File: src/rtl/deinterleave_block_output.sv
// deinterleave_block_output
//   Reassembles blocks of N samples that arrive interleaved sample-by-sample
//   over IIR slots, then streams each completed block out contiguously, in
//   completion order, over a valid/ready handshake.
//
// Ports
//   clk, reset              clock, synchronous active-high reset
//   in_valid                sample present this cycle
//   in_block_start          sample is element 0 of a new block
//   in_slot                 slot tag of the sample
//   data_in                 sample value
//   out_ready               consumer accepts data_out this cycle
//   out_valid               data_out holds a valid sample
//   block_start/block_end   data_out is element 0 / element N-1
//   data_out                sample value
//   out_index               element index of data_out (optional)
//   error                   sticky protocol error, cleared only by reset
//
// Optional feature: define DEINTERLEAVE_OUT_INDEX_EN to add out_index.
module deinterleave_block_output #(
  parameter int BITS = 8,
  parameter int IIR  = 3,
  parameter int N    = 10
) (
  input  logic                   clk,
  input  logic                   reset,
  input  logic                   in_valid,
  input  logic                   in_block_start,
  input  logic [$clog2(IIR)-1:0] in_slot,
  input  logic [BITS-1:0]        data_in,
  input  logic                   out_ready,
  output logic                   out_valid,
  output logic                   block_start,
  output logic                   block_end,
  output logic [BITS-1:0]        data_out,
`ifdef DEINTERLEAVE_OUT_INDEX_EN
  output logic [$clog2(N)-1:0]   out_index,
`endif
  output logic                   error
);
  localparam int SW  = $clog2(IIR);
  localparam int IW  = $clog2(N);
  localparam int CW  = $clog2(N) + 1;
  localparam int FCW = $clog2(IIR + 1);
  localparam logic [CW-1:0] N_CNT    = CW'(N);
  localparam logic [IW-1:0] LAST     = IW'(N - 1);
  localparam logic [SW-1:0] SLOT_MAX = SW'(IIR - 1);

  typedef enum logic [1:0] {S_IDLE, S_FILL, S_DONE, S_READ} slot_st_e;
  typedef enum logic {R_IDLE, R_READ} rd_st_e;

  logic [BITS-1:0] mem_q [IIR][N];
  slot_st_e        slot_st_q [IIR];
  logic [CW-1:0]   wcnt_q [IIR];

  // completion FIFO of slot ids
  logic [SW-1:0]   fifo_q [IIR];
  logic [SW-1:0]   wptr_q, rptr_q;
  logic [FCW-1:0]  fcnt_q;

  rd_st_e          rd_st_q, rd_st_d;
  logic [SW-1:0]   cur_q, cur_d;
  logic [IW-1:0]   idx_q, idx_d;
  logic            ov_q, ov_d, bs_q, bs_d, be_q, be_d, err_q;
  logic [BITS-1:0] dout_q, dout_d;

  function automatic logic [SW-1:0] nxt(input logic [SW-1:0] p);
    return (p == SLOT_MAX) ? '0 : p + 1'b1;
  endfunction

  // ---------------- input side decode ----------------
  logic          wr_en, st_wr, push, err_set;
  logic [IW-1:0] wr_addr;
  logic [CW-1:0] cnt_new, wc_inc;
  slot_st_e      st_new;

  always_comb begin
    wr_en   = 1'b0;
    st_wr   = 1'b0;
    push    = 1'b0;
    err_set = 1'b0;
    wr_addr = '0;
    cnt_new = '0;
    st_new  = S_IDLE;
    wc_inc  = '0;
    if (in_valid) begin
      if (in_slot > SLOT_MAX) begin
        err_set = 1'b1;           // nonexistent slot: drop
      end else begin
        wc_inc = wcnt_q[in_slot] + 1'b1;
        case (slot_st_q[in_slot])
          S_IDLE: begin
            if (in_block_start) begin
              wr_en = 1'b1; st_wr = 1'b1; cnt_new = CW'(1); st_new = S_FILL;
            end else begin
              err_set = 1'b1;
            end
          end
          S_FILL: begin
            wr_en = 1'b1;
            st_wr = 1'b1;
            if (in_block_start) begin
              // restart: partial block is overwritten from element 0
              cnt_new = CW'(1); st_new = S_FILL; err_set = 1'b1;
            end else begin
              wr_addr = wcnt_q[in_slot][IW-1:0];
              cnt_new = wc_inc;
              push    = (wc_inc == N_CNT);
              st_new  = push ? S_DONE : S_FILL;
            end
          end
          default: err_set = 1'b1;  // DONE / READING: slot busy, drop
        endcase
      end
    end
  end

  always_ff @(posedge clk) begin
    if (wr_en) mem_q[in_slot][wr_addr] <= data_in;
  end

  // ---------------- reader FSM ----------------
  logic          fifo_ne, pop, rel;
  logic [SW-1:0] head;
  logic [IW-1:0] idx_inc;

  assign fifo_ne = (fcnt_q != '0);
  assign head    = fifo_q[rptr_q];
  assign idx_inc = idx_q + 1'b1;

  always_comb begin
    rd_st_d = rd_st_q;
    cur_d   = cur_q;
    idx_d   = idx_q;
    ov_d    = ov_q;
    bs_d    = bs_q;
    be_d    = be_q;
    dout_d  = dout_q;
    pop     = 1'b0;
    rel     = 1'b0;
    case (rd_st_q)
      R_IDLE: begin
        if (fifo_ne) pop = 1'b1;
      end
      R_READ: begin
        if (ov_q && out_ready) begin
          if (idx_q == LAST) begin
            rel = 1'b1;
            if (fifo_ne) begin
              pop = 1'b1;           // back-to-back block, no bubble
            end else begin
              rd_st_d = R_IDLE;
              ov_d = 1'b0; bs_d = 1'b0; be_d = 1'b0;
              idx_d = '0; dout_d = '0;
            end
          end else begin
            idx_d  = idx_inc;
            dout_d = mem_q[cur_q][idx_inc];
            bs_d   = 1'b0;
            be_d   = (idx_inc == LAST);
          end
        end
      end
      default: rd_st_d = R_IDLE;
    endcase
    if (pop) begin
      rd_st_d = R_READ;
      cur_d   = head;
      idx_d   = '0;
      dout_d  = mem_q[head][0];
      ov_d    = 1'b1;
      bs_d    = 1'b1;
      be_d    = 1'b0;
    end
  end

  // Slot-state writers never collide: input only changes IDLE/FILLING slots,
  // pop only DONE slots, release only the READING slot.
  always_ff @(posedge clk) begin
    if (reset) begin
      rd_st_q <= R_IDLE;
      cur_q   <= '0;
      idx_q   <= '0;
      ov_q    <= 1'b0;
      bs_q    <= 1'b0;
      be_q    <= 1'b0;
      dout_q  <= '0;
      err_q   <= 1'b0;
      wptr_q  <= '0;
      rptr_q  <= '0;
      fcnt_q  <= '0;
      for (int i = 0; i < IIR; i++) begin
        slot_st_q[i] <= S_IDLE;
        wcnt_q[i]    <= '0;
        fifo_q[i]    <= '0;
      end
    end else begin
      rd_st_q <= rd_st_d;
      cur_q   <= cur_d;
      idx_q   <= idx_d;
      ov_q    <= ov_d;
      bs_q    <= bs_d;
      be_q    <= be_d;
      dout_q  <= dout_d;
      if (st_wr) begin
        slot_st_q[in_slot] <= st_new;
        wcnt_q[in_slot]    <= cnt_new;
      end
      if (push) begin
        fifo_q[wptr_q] <= in_slot;
        wptr_q         <= nxt(wptr_q);
      end
      if (pop) begin
        slot_st_q[head] <= S_READ;
        rptr_q          <= nxt(rptr_q);
      end
      if (rel) slot_st_q[cur_q] <= S_IDLE;
      fcnt_q <= fcnt_q + FCW'(push) - FCW'(pop);
      if (err_set) err_q <= 1'b1;
    end
  end

  assign out_valid   = ov_q;
  assign block_start = bs_q;
  assign block_end   = be_q;
  assign data_out    = dout_q;
  assign error       = err_q;
`ifdef DEINTERLEAVE_OUT_INDEX_EN
  assign out_index   = idx_q;
`endif

endmodule
File: config.mk
export PLATFORM = sky130hd
export DESIGN_NAME = deinterleave_block_output
export DESIGN_NICKNAME = d
export VERILOG_FILES = /design/src/rtl/deinterleave_block_output.sv
export SDC_FILE = /design/constraint.sdc
export NUM_CORES = 1
export LEC_CHECK = 0
export BUFFER_PORTS_ARGS = -buffer_cell sky130_fd_sc_hd__buf_2
export CORE_ASPECT_RATIO = 0.8
export CORE_MARGIN = 2
export CORE_UTILIZATION = 25
export DETAILED_ROUTE_END_ITERATION = 6
export SETUP_SLACK_MARGIN = 0.5
export SLEW_MARGIN = 20
export SYNTH_ARGS = -nofsm -noshare
export SYNTH_HDL_FRONTEND = slang
export SYNTH_SLANG_ARGS = --single-unit
export TNS_END_PERCENT = 100
File: constraint.sdc
create_clock -name clk -period 8.11 [get_ports clk]
set_clock_uncertainty 0.1 [all_clocks]
set_input_delay 0 -clock clk [delete_from_list [all_inputs] [get_ports clk]]
set_output_delay 0 -clock clk [all_outputs]
set_load 0.02 [all_outputs]
Yosys cells after proc, flatten, opt, wreduce, memory -nomap -nowiden
Memory sizes are Yosys's and may differ from the RTL's. A register that Yosys moved wholly into a read port is not among the register bits. Cells that the tools add are included. W data, S select, Z words.

Memory bits (writable): 267. Bits in latches: 0. Memories: 4. Output and inout port bits: 12. ROM bits: 0. Word-level logic and storage cells: 149. Register bits after elaboration: 25.

Muxes and demuxes: 96. Bitwise operators: 3. Multipliers: 0. Shifts and indexed selects: 0. Equal/unequal tests: 9. Divide/modulo/power cells: 0. Magnitude comparators: 4. Add/subtract/negate cells: 6. Reduce and logical (&&, ||, !) cells: 16.

Memory list: mem_q (depth 3, bits a word 80, read ports 2, clocked after memory_dff 1, write ports 1, RTL line 52) `logic [BITS-1:0] mem_q [IIR][N];`; wcnt_q (depth 3, bits a word 5, read ports 1, clocked after memory_dff 0, write ports 3, RTL line 54) `logic [CW-1:0] wcnt_q [IIR];`; fifo_q (depth 3, bits a word 2, read ports 1, clocked after memory_dff 1, write ports 3, RTL line 57) `logic [SW-1:0] fifo_q [IIR];`; slot_st_q (depth 3, bits a word 2, read ports 1, clocked after memory_dff 0, write ports 3, RTL line 53) `slot_st_e slot_st_q [IIR];`.

Operators by type and width (count): $mux W80 (1); $mux W8 (8); $mux W1 (51); $mux W2 (19); $bmux W8 S4 (1); $demux W8 S4 (1); $mux W4 (6); $mux W5 (4); $ge A5 B5 Y1 const B (2); $not A4 Y5 (2); $pmux W5 S2 (1); $reduce_or A2 Y1 (5); $eq A4 B4 Y1 const B (2); $reduce_bool A2 Y1 (4); $pmux W1 S2 (3); $reduce_and A3 Y1 (2); $add A5 B1 Y5 const B (1); $eq A5 B4 Y1 const B (1); $lt A5 B1 Y1 const B (1); $reduce_or A5 Y1 (1); $add A2 B1 Y2 const B (2); $add A4 B1 Y4 const B (1); $eq A2 B2 Y1 const B (2); $pmux W2 S2 (1); other kinds (11) (12).

Longest topological paths before layout
Gate-level depths: netlist of the first run. An unclocked memory read counts as a cell.

Depth in word-level cells: 12. Gate-level depth with buffers: 14.

Worst setup path after synthesis of the first run
Ideal clock, no wire load.

Path kind: register -> register. Start point: register idx_q[0]. End point: register dout_q[0] (netlist: data_out[0]). Required time: 7.867 ns. Period minus slack after synthesis: 3.231 ns. Setup slack: 4.879 ns. Library setup time: 0.143 ns. Data arrival time: 2.988 ns. Cell stages (with the launch flop): 14. Cells stage by stage: dfxtp_1 buf_2 buf_2 buf_2 buf_2 inv_1 ha_1 clkbuf_1 clkbuf_1 buf_2 mux2i_1 a21oi_1 o21ai_0 a41oi_1.

Word-level cells in the longest chain between the ends: 9.

RTL lines: start: declaration (RTL line 63) `logic [IW-1:0] idx_q, idx_d;`; start signal: assignment (RTL line 200) `idx_q <= idx_d;`; $add A4 B1 Y4 (RTL line 129) `assign idx_inc = idx_q + 1'b1;`; $not A4 Y5 (implied by the code) (RTL line 158) `dout_d = mem_q[cur_q][idx_inc];`; $bmux W8 S4 (RTL line 158); $mux W8 (implied by the code) (2 in a row) (RTL line 158); $mux W8 (RTL line 147) `if (idx_q == LAST) begin`; $mux W8 (RTL line 146) `if (ov_q && out_ready) begin`; $mux W8 (RTL line 141) `case (rd_st_q)`; $mux W8 (RTL line 166) `if (pop) begin`; end signal: assignment (RTL line 204) `dout_q <= dout_d;`; end: declaration (RTL line 65) `logic [BITS-1:0] dout_q, dout_d;`.

Several ways; a longest one is shown, not always the timed one. The select of a mux whose other input is x is not followed. A chain may end at the register's enable or synchronous reset.

Worst setup path in the final report of the first run
Start point: register idx_q[0]. End point: register fcnt_q[1].

Word-level cells in the longest chain between the ends: 5.

RTL lines: $eq A4 B4 Y1 (RTL line 147); $mux W1 (RTL line 147); $mux W1 (RTL line 146); $pmux W1 S2 (RTL line 141); $sub A2 B1 Y2 (RTL line 218) `fcnt_q <= fcnt_q + FCW'(push) - FCW'(pop);`; end signal: assignment (RTL line 218); end: declaration (RTL line 59) `logic [FCW-1:0] fcnt_q;`.

No other way between the ends.

==> results of run 1 <==
kinds of logic after synthesis:
family / share of synthesized area [%]
DFF: 68.73
buffers and inverters: 2.530
AOI/OAI and AO/OA: 5.522
and+or+nand+nor: 6.993
xor gates and xnor gates: 0.6767
other: 0.02940
adders and majority gates: 0.6865
muxes: 14.83
layout by cell type (no fill, tap or decap), types with 7 or more instances in the layout:
cell type,count
dfxtp_1,34
a41oi_1,7
o21ai_0,32
dlygate4sd3_1,14
o211ai_1,9
nor2_1,64
nand3_1,8
a21oi_1,23
nor4_1,9
mux2i_1,36
nor2b_1,8
buf_2,26
clkbuf_16,31
nor3_1,16
ha_1,7
edfxtp_1,268
mux4_2,60
nand4_1,9
nand2_1,36
inv_1,12
registers in the layout, summed over array words and instances, names as in the netlist, named ones only:
name and flops:
block_end 1, fifo_q 8, rptr_q 2, fcnt_q 2, idx_q 4, wptr_q 2, rd_st_q 1, data_out 8
wcnt_q 20, error 1, block_start 1, cur_q 2, mem_q 240, slot_st_q 7, out_valid 1
metal layers:
metal / vias up / track usage [%]
met2: 227 / 16.03
met4: 0 / 2.056
met5: - / 0
li1: 3143 / -
met3: 44 / 2.122
met1: 3605 / 16.39
final timing paths:
path                   to            from  cells past startpoint
max             fcnt_q[1]        idx_q[0]                     12
min          wcnt_q[3][0]  in_block_start                      3
max reg2reg     fcnt_q[1]        idx_q[0]                     12
min reg2reg     block_end       block_end                      2
area by class of cell:
cell class | instances | area (um2)
clock inverter | 15 | 193.9
timing repair buffer | 46 | 315.3
multi-input combinational | 414 | 3681
sequential | 304 | 8773
clock buffer | 40 | 839.6
fill | 5063 | 36030
inverter | 13 | 48.80
tap | 684 | 855.8
per-stage QoR:
step | hold slack (ns) | util [%] | area [um2] | std cells | setup WS, ns
floorplan | -0.001131 | - | 12770 | 774 | 4.879
global placement | 0.3257 | 26.67 | 13530 | 1447 | 4.285
detailed placement | 0.3348 | 26.67 | 13530 | 1447 | 4.276
CTS | 0.2781 | 28.99 | 14710 | 1516 | 4.250
global route | 0.3436 | 28.99 | 14710 | 1516 | 3.999
finish | 0.2959 | 28.99 | 14710 | 1516 | 4.263
timing repair:
| action | in CTS | in global routing |
|---|---|---|
| gates resized for setup | 0 | 0 |
| hold endpoints to repair | 280 | 0 |
| hold buffers | 14 | 0 |
power by group:
group | total (mW) | switching [mW] | internal [mW]
Combinational | 0.567 | 0.352 | 0.215
Clock | 1.45 | 0.597 | 0.857
Sequential | 1.83 | 0.0652 | 1.77
critical path, delay by kind of cell, from the launching register on:
kind	cells	cell delay (ns)
AOI/OAI and AO/OA	1	0.20
DFF	1	0.58
xor gates and xnor gates	2	0.32
adders and majority gates	3	0.72
and+or+nand+nor	3	0.72
buffers and inverters	3	1.05
==> results.toml, run 1 <==
[outcome]
status = "completed"

[timing]
max_slew_margin_pct = 27.88
tightest_slew_ns = 1.075
period_needed_ns = 3.847
hold_viol_final = 0
timing.final.crit_share_pct = 47.43
finalSetupViolations = 0
drv_slew = 0
rsz0062_at_grt = "no"
fmax_mhz = 259.9
setup-tns-final_ns = 0

[power_and_ir_drop]
power_mw = 3.852
p_leak_nw = 4.524
p_per_area_nw_per_um2 = 261.9
irDropWorstVdd_mv = 0.1508

[yosys]
synth_top_cell_area_share_pct = 63.08
synth_top_area_cell = "edfxtp_1"
synth_ff_type = "edfxtp_1"
synth_warnings = 0
ys_seq_area_share_pct = 68.73
synth_area_leaders = "edfxtp_1 63%, mux4_2 11%, dfxtp_1 5.6%, mux2i_1 2.8%, nor2_1 1.9%"
netlist_area_um2 = 12760
postSynthAreaPerCell_um2 = 16.57
synth-edff-count = 268
synth_cell_types = 64
synth.most_common_cell = "edfxtp_1"
synth_common_cells = "268 x edfxtp_1, 64 x nor2_1, 60 x mux4_2"
async_reset_ff_share_pct = 0
syn_inst = 770
ys_ff_latch = 304

[global_route]
overflow = 0
grt_pass1_wl_mm = 43.70
grt_use_total_pct = 10.81
first_global_vias = 6796
antenna_found_initial = 0
grt_max_degree = 53

[drt]
via_count = 7019
drc = 0
first_iter_violations = 604
route.met2.wl_mm = 12.79
routed.top_layer = "met4"
ant_nets = 0
wl_met1_mm = 13.68
via_per_inst = 4.630
routed_wl_mm = 28.99
wl_per_cell_um = 19.12
first_pass_iters = 5
met3_length_mm = 2.068

[clock_tree]
root_buffer = "clkbuf_16"
clk_pin_slew_worst_paths_ns = 0.06
clk_latency_ns = 0.57
cts-htree-levels = 1
numCtsBuffers = 31
cts_tree = "built"
cts_setup_buffers = 0
cts_buffer_depth = 3
cts.sink_count = 304

[critical_path]
rrSetupSlack_ns = 4.26
required_ns = 8.44
cpPeakStageDelay_ns = 0.72
cpMostUsedCell = "ha_1"
crit_path_cell_trace = "buf_4 > ha_1 > and3b_1 > a31oi_1 > or2_2 > inv_2 > ha_1 > inv_1 > ha_1 > xor2_1 > xnor2_1 > nor2_1"
setup.worst_path.class = "reg2reg"
crit_arrival_ns = 4.18
cp-end-kind = "register"
crit_fanout = 52
critPathLaunchType = "register"
crit_slowest_cell = "buf_4"

[final_layout]
nets = 832
antenna_cells = 0
syn_to_final_growth_pct = 15.29
layout-drive-gt1-share_pct = 19.23

[floorplan]
core_um2 = 50740
start_util_pct = 25.14
die_area_um2 = 52860
die_h_um = 206.0
dieWidth_um = 256.6
fp-row-count = 74
io_pins = 27

[placement]
dp_hpwl_mm = 18.53
gp_congestion = 0.7943
portBuffers = 26

[hold_path]
hp-class = "in2reg"

[job]
cap_violations = 0
(Power assumes the default switching activity.)
==> run 2, diff against run 1 <==
--- a/config.mk
+++ b/config.mk
@@ -5,6 +5,7 @@
 export SDC_FILE = /design/constraint.sdc
 export NUM_CORES = 1
 export LEC_CHECK = 0
+export ABC_AREA = 1
 export BUFFER_PORTS_ARGS = -buffer_cell sky130_fd_sc_hd__buf_2
 export CORE_ASPECT_RATIO = 0.8
 export CORE_MARGIN = 2
==> constraint.sdc (replaced) <==
create_clock -name clk -period 3.95 [get_ports clk]
set_clock_uncertainty 0.1 [all_clocks]
set_input_delay 0 -clock clk [delete_from_list [all_inputs] [get_ports clk]]
set_output_delay 0 -clock clk [all_outputs]
set_load 0.02 [all_outputs]
==> results.toml, run 2 <==
[clock_tree]
clk_pin_slew_worst_paths_ns = 0.06
root_buffer = "clkbuf_16"
numCtsBuffers = 30
post_cts_resized = 0
cts_tree = "built"
cts.sink_count = 305
cts-htree-levels = 1
cts_buffer_depth = 3
clk_latency_ns = 0.58

[floorplan]
dieWidth_um = 259.1
start_util_pct = 25.43
fp-row-count = 74
die_h_um = 208.1
die_area_um2 = 53930
core_um2 = 51200
io_pins = 27

[yosys]
synth_area_leaders = "edfxtp_1 62%, nand2_1 12%, nand3_1 6.3%, dfxtp_1 5.7%, nor2_1 3.4%"
postSynthAreaPerCell_um2 = 10.14
synth_top_area_cell = "edfxtp_1"
synth-edff-count = 268
synth_top_cell_area_share_pct = 61.82
synth_cell_types = 31
synth_warnings = 0
synth_ff_type = "edfxtp_1"
ys_seq_area_share_pct = 67.51
async_reset_ff_share_pct = 0
syn_inst = 1284
netlist_area_um2 = 13020
ys_ff_latch = 305
synth_common_cells = "422 x nand2_1, 268 x edfxtp_1, 165 x nand3_1"
synth.most_common_cell = "nand2_1"

[critical_path]
crit_fanout = 16
cp-end-kind = "register"
crit_arrival_ns = 3.05
crit_path_cell_trace = "dlygate4sd3_1 > buf_2 > inv_2 > nand2_1 > inv_2 > nand2_1 > nand4_2 > nor2_4 > nand2_2 > nor2_8 > nand2_1 > nor2_1 > nand3_1 > nor2_1"
crit_slowest_cell = "nor2_1"
required_ns = 4.05
setup.worst_path.class = "in2reg"
cpMostUsedCell = "nand2_1"
critPathLaunchType = "input port"
cpPeakStageDelay_ns = 0.58
worst-path-buf-inv = 4
cp_top_family = "simple AND/OR/NAND/NOR gates"

[global_route]
overflow = 0
grt_use_total_pct = 12.77
first_global_vias = 9103
grt_pass1_wl_mm = 53.19
antenna_found_initial = 0
grt_max_degree = 82

[timing]
rsz0062_at_grt = "no"
timing.final.crit_share_pct = 74.86
setup-tns-final_ns = 0
fmax_mhz = 338.2
tightest_slew_ns = 0.9969
max_slew_margin_pct = 33.47
hold_viol_final = 0
setup_ws_ns = 0.9929
period_needed_ns = 2.957
finalSetupViolations = 0
drv_slew = 0

[power_and_ir_drop]
irDropWorstVdd_mv = 0.3232
power_mw = 8.315
p_per_area_nw_per_um2 = 551.8
p_leak_nw = 5.612

[drt]
met3_length_mm = 3.675
drc = 0
routed_wl_mm = 34.72
wl_met1_mm = 16.02
routed.top_layer = "met4"
route.met2.wl_mm = 14.18
first_iter_violations = 1202
ant_nets = 0
first_pass_iters = 7
wl_per_cell_um = 17.13
via_per_inst = 4.717
via_count = 9561

[final_layout]
nets = 1341
top_regs = "mem_q: 240 flops, wcnt_q: 20 flops"
syn_to_final_growth_pct = 15.74
largest-register = "mem_q"
final_common_cell = "nand2_1"
fin_util_pct = 29.43
antenna_cells = 0
largest_reg_flops = 240
layout_common_cells = "422 x nand2_1, 268 x edfxtp_1, 165 x nand3_1"
layout-drive-gt1-share_pct = 7.893

[placement]
gp_congestion = 0.8449
portBuffers = 26
dp_slack_ns = 0.9617
dp_hpwl_mm = 22.34

[outcome]
status = "completed"

[hold_path]
hp-class = "in2reg"

[job]
cap_violations = 0
[run 2: final cells by class]
cell class	count	area, um2
inverters	63	237.7
repair buffers	56	392.9
flip-flops and latches	305	8791
clock inverters	17	198.9
fillers	5227	36130
well taps	684	855.8
clock buffers	39	805.8
multi-input cells	863	3786
[run 2: power breakdown]
| group | total (mW) | switching [mW] | internal [mW] |
|---|---|---|---|
| combinational | 1.65 | 1.20 | 0.449 |
| clock | 2.92 | 1.22 | 1.70 |
| sequential | 3.74 | 0.101 | 3.64 |
[run 2: timing repair]
| item | CTS | global route |
|---|---|---|
| setup buffers | 0 | 0 |
| hold buffers | 15 | 0 |
| endpoints found under the hold margin | 238 | 0 |
[run 2: worst paths after layout]
check,slack [ns],to,start,cells past startpoint
worst max register to register,1.19,data_out[2],idx_q[1],13
worst min-delay path,0.04,mem_q[0][59],data_in[3],1
worst max-delay path,0.99,mem_q[1][67],in_slot[0],14
worst min register to register,0.38,block_end,block_end,2
[run 2: metal layers]
| metal | vias to the layer above | global-route usage [%] |
|---|---|---|
| li1 | 4449 | - |
| met4 | 0 | 3.448 |
| met3 | 64 | 3.350 |
| met1 | 4606 | 19.29 |
| met5 | - | 0 |
| met2 | 442 | 17.79 |
[run 2: worst reg2reg max path: stages (launching register included)]
cell and delay, ns:
dfxtp_1 0.37, inv_1 0.08, ha_1 0.30, inv_1 0.73
nor2_1 0.23, nand2_1 0.12, nand2_1 0.08, inv_1 0.06
nand2_1 0.10, nand2_1 0.09, nand2_1 0.14, nand2_1 0.09
nand2_1 0.06, a21oi_1 0.14
[run 2: kinds of logic (layout without fill, tap and decap cells)]
group | after synthesis | after routing | synth area share, %
other cells | 1 | 5 | 0.02880
simple gates | 734 | 734 | 23.45
buf+inv | 120 | 175 | 3.527
flops | 305 | 305 | 67.51
xor+xnor | 3 | 3 | 0.2019
compound gates | 114 | 114 | 4.613
fa+ha+maj | 7 | 7 | 0.6727
[run 2: stage by stage]
stage                     instance area, um2  hold slack (ns)  cells
after floorplan                        13030         -0.03093   1288
after global placement                 13910           0.1740   1956
after detailed placement               13910           0.1817   1956
after CTS                              15070         0.003606   2027
after global routing                   15070          0.05233   2027
final                                  15070          0.03663   2027
